==> src/rtl/counter_mod_nbit.sv <==
// -----------------------------------------------------------------------------
// counter_mod_nbit
//
// Loadable up/down counter with a programmable terminal value. The counter
// runs over 0..limit and either wraps or saturates at the ends of that range.
// Used as the sample/bin address counter and clock-enable divider in the
// spectrum-analyzer datapath, where the frame length need not be a power of
// two.
//
// Parameters
//   WIDTH    counter width in bits (legal range 2..16)
//
// Ports
//   Clk      in   1      rising-edge clock; all state changes on this edge
//   Reset    in   1      synchronous, active-high reset
//   load     in   1      load Din into count (beats inc/dec)
//   inc      in   1      count up by one
//   dec      in   1      count down by one (inc and dec together = hold)
//   Din      in   WIDTH  load value; may exceed limit
//   limit    in   WIDTH  terminal value; sampled every cycle
//   sat_en   in   1      1 = saturate at the range ends, 0 = wrap
//   count    out  WIDTH  registered count
//   md       out  WIDTH  md[k] = AND of count[k:0] (combinational)
//   tc       out  1      count == limit (combinational)
//   wrap     out  1      registered one-cycle pulse per wrap event
//   sat_hit  out  1      sticky flag; a step was blocked by saturation
// -----------------------------------------------------------------------------
module counter_mod_nbit #(
  parameter int WIDTH = 9
) (
  input  logic             Clk,
  input  logic             Reset,
  input  logic             load,
  input  logic             inc,
  input  logic             dec,
  input  logic [WIDTH-1:0] Din,
  input  logic [WIDTH-1:0] limit,
  input  logic             sat_en,
  output logic [WIDTH-1:0] count,
  output logic [WIDTH-1:0] md,
  output logic             tc,
  output logic             wrap,
  output logic             sat_hit
);

  typedef enum logic [1:0] {
    REQ_HOLD,
    REQ_UP,
    REQ_DOWN
  } req_e;

  logic [WIDTH-1:0] r_count;
  logic             r_wrap;
  logic             r_sat_hit;

  req_e             w_req;
  logic [WIDTH-1:0] w_count_nxt;
  logic             w_wrap_nxt;
  logic             w_sat_hit_nxt;
  logic             w_at_top;
  logic             w_at_bottom;

  // inc and dec together cancel to a hold.
  always_comb begin
    w_req = REQ_HOLD;
    if (inc && !dec) begin
      w_req = REQ_UP;
    end else if (dec && !inc) begin
      w_req = REQ_DOWN;
    end
  end

  // ">=" rather than "==" so a count loaded above limit still wraps/saturates
  // on the next up-step instead of running on to the natural rollover.
  assign w_at_top    = (r_count >= limit);
  assign w_at_bottom = (r_count == '0);

  // Next-state decode. Load sits here; Reset is applied in the register so it
  // overrides everything, including any wrap pulse from this cycle.
  always_comb begin
    // NOTE: every output gets a default first so no path leaves it unassigned;
    // a missing default here would infer a latch.
    w_count_nxt   = r_count;
    w_wrap_nxt    = 1'b0;
    w_sat_hit_nxt = r_sat_hit;

    if (load) begin
      w_count_nxt   = Din;
      w_sat_hit_nxt = 1'b0;
    end else begin
      unique case (w_req)
        REQ_UP: begin
          if (!w_at_top) begin
            w_count_nxt = r_count + 1'b1;
          end else if (!sat_en) begin
            w_count_nxt = '0;
            w_wrap_nxt  = 1'b1;
          end else begin
            w_sat_hit_nxt = 1'b1;
          end
        end
        REQ_DOWN: begin
          // Any non-zero count (inside or above the range) steps down by one.
          if (!w_at_bottom) begin
            w_count_nxt = r_count - 1'b1;
          end else if (!sat_en) begin
            w_count_nxt = limit;
            w_wrap_nxt  = 1'b1;
          end else begin
            w_sat_hit_nxt = 1'b1;
          end
        end
        default: begin
          w_count_nxt = r_count;
        end
      endcase
    end
  end

  always_ff @(posedge Clk) begin
    // NOTE: state registers use non-blocking assignments so every flop samples
    // the pre-edge values regardless of statement order.
    if (Reset) begin
      r_count   <= '0;
      r_wrap    <= 1'b0;
      r_sat_hit <= 1'b0;
    end else begin
      r_count   <= w_count_nxt;
      r_wrap    <= w_wrap_nxt;
      r_sat_hit <= w_sat_hit_nxt;
    end
  end

  // md[k] is high when the low k+1 bits are all ones: the divide-by-2^(k+1)
  // enable taps of the binary counter.
  for (genvar k = 0; k < WIDTH; k++) begin : g_md
    assign md[k] = &r_count[k:0];
  end

  assign count   = r_count;
  assign tc      = (r_count == limit);
  assign wrap    = r_wrap;
  assign sat_hit = r_sat_hit;

endmodule
==> config.mk <==
export PLATFORM = sky130hd
export DESIGN_NAME = counter_mod_nbit
export DESIGN_NICKNAME = d
export VERILOG_FILES = /design/src/rtl/counter_mod_nbit.sv
export SDC_FILE = /design/constraint.sdc
export NUM_CORES = 1
export LEC_CHECK = 0
export ABC_AREA = 1
export BUFFER_PORTS_ARGS = -buffer_cell sky130_fd_sc_hd__buf_2
export CAP_MARGIN = 10
export CORE_MARGIN = 4
export CORE_UTILIZATION = 45
export CTS_BUF_LIST = sky130_fd_sc_hd__clkbuf_16
export DETAILED_ROUTE_END_ITERATION = 7
export PLACE_DENSITY = 0.83
export SYNTH_ARGS = -nofsm -noshare
export SYNTH_HDL_FRONTEND = slang
export SYNTH_SLANG_ARGS = --single-unit
==> constraint.sdc <==
create_clock -name Clk -period 1.71 [get_ports Clk]
set_input_delay 0.2565 -clock Clk [delete_from_list [all_inputs] [get_ports Clk]]
set_output_delay 0.2565 -clock Clk [all_outputs]
set_load 0.01 [all_outputs]
Yosys cells after proc, flatten, opt, wreduce, memory -nomap -nowiden
Cells that the tools add are included.
{"block": "word_totals", "ff_bits": 11, "latchBits": 0, "ram_bits": 0, "romBits": 0, "inputBits": 24, "output_inout_bits": 21, "word_cells": 47, "memories": 0}
{"block": "classes", "addsub": 2, "mul": 0, "n_div": 0, "magnitude_cmp": 1, "n_eq_ne": 7, "n_shift": 0, "n_mux": 16, "bitwise": 0, "n_reduce_logical": 18}
{"operator": "$mux 9", "n": 5}
{"operator": "$pmux 9 s2", "n": 1}
{"operator": "$add 9x1->9 const B", "n": 1}
{"operator": "$eq 9x9->1", "n": 1}
{"operator": "$ge 9x9->1", "n": 1}
{"operator": "$logic_not 9->1", "n": 1}
{"operator": "$reduce_and 3->1", "n": 3}
{"operator": "$reduce_and 9->1", "n": 1}
{"operator": "$sub 9x1->9 const B", "n": 1}
{"operator": "$ne 4x4->1 const B", "n": 2}
{"operator": "$reduce_and 8->1", "n": 1}
{"operator": "$reduce_and 7->1", "n": 1}
{"operator": "$mux 1", "n": 6}
{"operator": "$reduce_and 6->1", "n": 1}
{"operator": "$reduce_and 5->1", "n": 1}
{"operator": "$mux 2", "n": 2}
{"operator": "$ne 2x2->1 const B", "n": 2}
{"operator": "$pmux 1 s2", "n": 2}
{"operator": "$reduce_and 4->1", "n": 1}
{"operator": "$reduce_bool 3->1", "n": 1}
{"operator": "$eq 2x1->1 const B", "n": 1}
{"operator": "$eq 2x2->1 const B", "n": 1}
{"operator": "$logic_and 1x1->1", "n": 2}
{"operator": "$logic_not 1->1", "n": 2}
{"operator": "3 further kinds", "n": 3}

Depth between registers and ports, before layout
{"block": "logic_depth", "ltp_word": 7, "mapped_depth": 13, "mapped_depth_nobuf": 13}

Worst setup path after synthesis
Ideal clock, no wire load.
{"block": "synth_path", "kind": "register to register", "from": "reg r_count[1] (netlist: count[1])", "to": "reg r_count[8] (netlist: count[8])", "setup_ns": 0.114, "arrival_time_ns": 2.022, "t_required_ns": 1.596, "slack_ns": -0.426, "path_stages_with_launch": 11, "n_path_buf": 0, "period_less_slack_ns": 2.136, "cell_sequence": "dfxtp_1 ha_1 nand3_1 nor3_1 nand2_1 nor2_1 ha_1 nand2_1 nand2_1 nand2_1 a21oi_2"}
{"block": "synth_via", "elab_chain_cells": 4, "word_cells_on_any_way": 11, "classes_between": "add/sub: 2; order compare: 1; eq/ne: 2; mux: 4; reduce/logical: 2"}
{"item": "start, declared", "line_no": "52", "source": "logic [WIDTH-1:0] r_count;"}
{"item": "start signal, assigned", "line_no": "128", "source": "r_count <= w_count_nxt;"}
{"item": "$sub 9x1->9, or another cell as far along", "line_no": "105", "source": "w_count_nxt = r_count - 1'b1;"}
{"item": "$mux 9, on equally long branches", "line_no": "104, 93"}
{"item": "$pmux 9 s2", "line_no": "91", "source": "unique case (w_req)"}
{"item": "$mux 9", "line_no": "87", "source": "if (load) begin"}
Parallel ways exist; a longest one is shown, timed or not.
A chain may end at the register's enable or synchronous reset.

Worst setup path in the final report
{"block": "layout_path", "from": "reg r_count[4] (netlist: count[4])", "to": "out md[6]"}
{"block": "layout_via", "elab_chain_cells": 1}
{"item": "$reduce_and 7->1", "line_no": "137", "source": "assign md[k] = &r_count[k:0];"}
{"item": "end, declared", "line_no": "40", "source": "output logic [WIDTH-1:0] md,"}
No other way between the ends.

==> flow_metrics.env <==
export IMPL_status="finished, violations left"
export IMPL_violations="negative setup slack"
export IMPL_path_class="register to primary output"
export IMPL_p_leak_nw=1.344
export IMPL_dp_hpwl_mm=3.647
export IMPL_fin_hold_ws_ns=0.2011
export IMPL_initial_utilization_pct=47.76
export IMPL_postCtsHoldBufs=0
export IMPL_grt_max_degree=12
export IMPL_clock_skew_ns=0.005102
export IMPL_drt_vias_per_instance=5.514
export IMPL_yosys_warnings=0
export IMPL_port_buffers=44
export IMPL_remaining_drc_errors=0
export IMPL_seqPwrFrac_pct=18.7
export IMPL_synthTopCellsByArea="nand2_1 (24%), dfxtp_1 (15%), ha_1 (14%)"
export IMPL_min_period_ns=1.922
export IMPL_fmax_ghz=0.5202
export IMPL_clk_path_buf_depth=2
export IMPL_pwr_share_comb_pct=53.2
export IMPL_io_pins=45
export IMPL_tns_ns=-1.739
export IMPL_maxSlewViolCount=0
export IMPL_synth_area_mm2=0.001470
export IMPL_nets=384
export IMPL_finalHoldViolCount=0
export IMPL_hold_class="primary input to register"
export IMPL_pwr_share_clk_pct=28.0
export IMPL_drv_cap=0
export IMPL_grt_pass1_vias=2074
export IMPL_overflow=0
export IMPL_drive_gt1_share_pct=49.56
export IMPL_final_cells=387
export IMPL_power_internal_mw=0.9815
export IMPL_swShare_pct=40.82
export IMPL_die_y_um=65.16
export IMPL_place_inst=363
export IMPL_cts_sinks=11
export IMPL_wirelength_mm=6.511
export IMPL_die_area_mm2=0.004245
export IMPL_synth_distinct_cells=27
export IMPL_grt_antenna_before_repair=0
export IMPL_place_congestion=0.8954
export IMPL_dr_first_iter_drc_count=149
export IMPL_syn_nets=291
export IMPL_grt_use_total_pct=28.06
export IMPL_fin_area_mm2=0.002500
export IMPL_power_mw=1.658
export IMPL_syn_to_final_growth_pct=70.04
export IMPL_post_place_ws_ns=-0.2377
export IMPL_p_per_area_mw_per_mm2=663.4
export IMPL_diodes=0
export IMPL_cp_arrival_ns=1.67
export IMPL_synth_cells=251
export IMPL_numCtsBuffers=3
export IMPL_utilization_pct=81.22
export IMPL_critPathCaptureType="primary output"
export IMPL_clock_latency_ns=0.25
export IMPL_cts_root_buf="clkbuf_16"
export IMPL_postRouteAntennaNets=0
export IMPL_rr_worst_depth=14
export IMPL_core_area_mm2=0.003078
export IMPL_rsz0062_at_grt="true"
export IMPL_yosys_area_top_type="nand2_1"
export IMPL_htreeDepth=1
export IMPL_seq_area_frac_synth_pct=14.98
export IMPL_avgSynthCellArea_um2=5.857
export IMPL_vdd_ir_drop_max_mv=0.7508
export IMPL_whs_path_depth=2
export IMPL_vias=2134
export IMPL_synthDominantCellAreaShare_pct=23.74
export IMPL_first_pass_iters=4
export IMPL_critPathRequiredTime_ns=1.45
export IMPL_worstMarginPinSlew_ns=0.4526
export IMPL_die_w_um=65.16
export IMPL_min_period_over_period_pct=112.4
export IMPL_critPathMaxFanout=7
export IMPL_power_switching_mw=0.6769
export IMPL_ys_seq_elements=11
export IMPL_setup_viol=16
export IMPL_dpl_cell_area_mm2=0.001989
export IMPL_grt_pass1_wl_mm=9.239
export IMPL_clkTransAtPathRegs_ns=0.05
export IMPL_rows=20
export IMPL_tritoncts="yes"
export IMPL_timing_slew_headroom_pct=69.79
export IMPL_start_kind="register"
export IMPL_wire_per_inst_um=16.82
export IMPL_setup_ws_ns=-0.2124
## flip-flops by register name, indices dropped and copies added (netlist names)
register and cells:
wrap 1, count 9, sat_hit 1
## cells in the mapped netlist
master    count
inv_1        36
o21ai_1       1
or2_2         8
nor2_2        2
clkbuf_1      2
dfxtp_1      11
o211ai_1      1
inv_2         1
o21ai_0       1
nand3_1      17
inv_6         1
nand4_1       3
nand2_8       1
buf_6         1
nand2_1      93
nor4_1        1
nor3_1        4
a21oi_2       8
a21oi_1       5
nand2_2       4
buf_4         1
nor2_1       21
nor2_4        2
xor2_1        6
buf_2         3
ha_1         16
nand3b_1      1
## worst max-delay path, cell delays in order, from the launching register on
cell and delay [ns]:
dfxtp_4 0.37, buf_6 0.14, inv_1 0.12, nor3_4 0.24
nand2_2 0.12, buf_4 0.15, buf_6 0.11, inv_4 0.05
buf_6 0.09
## power groups by stage
stage,Sequential (mW),Clock [mW],Combinational [mW]
2_1_floorplan,0.338,0,0.380
3_3_place_gp,0.306,0,0.619
3_5_place_dp,0.307,0,0.639
4_1_cts,0.306,0.453,0.724
5_1_grt,0.313,0.472,0.947
6_report,0.311,0.464,0.883
## cell families (layout without fill, tap and decap cells)
| kind of cell | Yosys count | count (layout) | share of synthesized area [%] |
|---|---|---|---|
| AO/OA/AOI/OAI | 16 | 16 | 7.659 |
| XOR/XNOR | 6 | 6 | 3.574 |
| adder cells (fa/ha/maj) | 16 | 16 | 13.62 |
| buffers and inverters | 45 | 136 | 12.85 |
| flip-flops | 11 | 11 | 14.98 |
| AND/OR/NAND/NOR | 157 | 158 | 47.32 |
## worst paths after layout
kind	from	end	slack [ns]
max	count[4]	md[6]	-0.21
min	sat_en	wrap	0.20
max reg2reg	count[1]	count[6]	-0.19
min reg2reg	sat_hit	sat_hit	0.46
## what timing repair did
item | in CTS | in global routing
pin swaps | 12 | 20
cloned | 1 | 0
setup buffers | 13 | 7
gates resized for setup | 23 | 40
setup endpoints to repair | 15 | 17
## area by class of cell
cell class                 count  area (um2)
multi-input combinational    196        1310
clock buffer                   3       75.07
sequential                    11       235.2
timing repair buffer          94       661.9
inverter                      38       157.7
fill                         198       578.1
tap                           44       55.05
clock inverter                 1       5.005
## layer usage
layer  track usage (%)  part of all wire (%)
met1             32.29                    39
met2             48.40                    47
met3             5.812                   8.0
met4             15.28                   5.9
met5                 0                     0
## cells in the final DEF, fill, tap and decap left out, drive strengths merged
master   n
buf     94
a21oi   13
clkbuf   3
xor2     6
nor2    25
nand4    3
o21ai    2
nand2   99
dfxtp   11
nand3   17
inv     38
ha      16
nand3b   1
clkinv   1
or2      8
nor3     4
nor4     1
o211ai   1
Power figures use the tool's default switching activity.
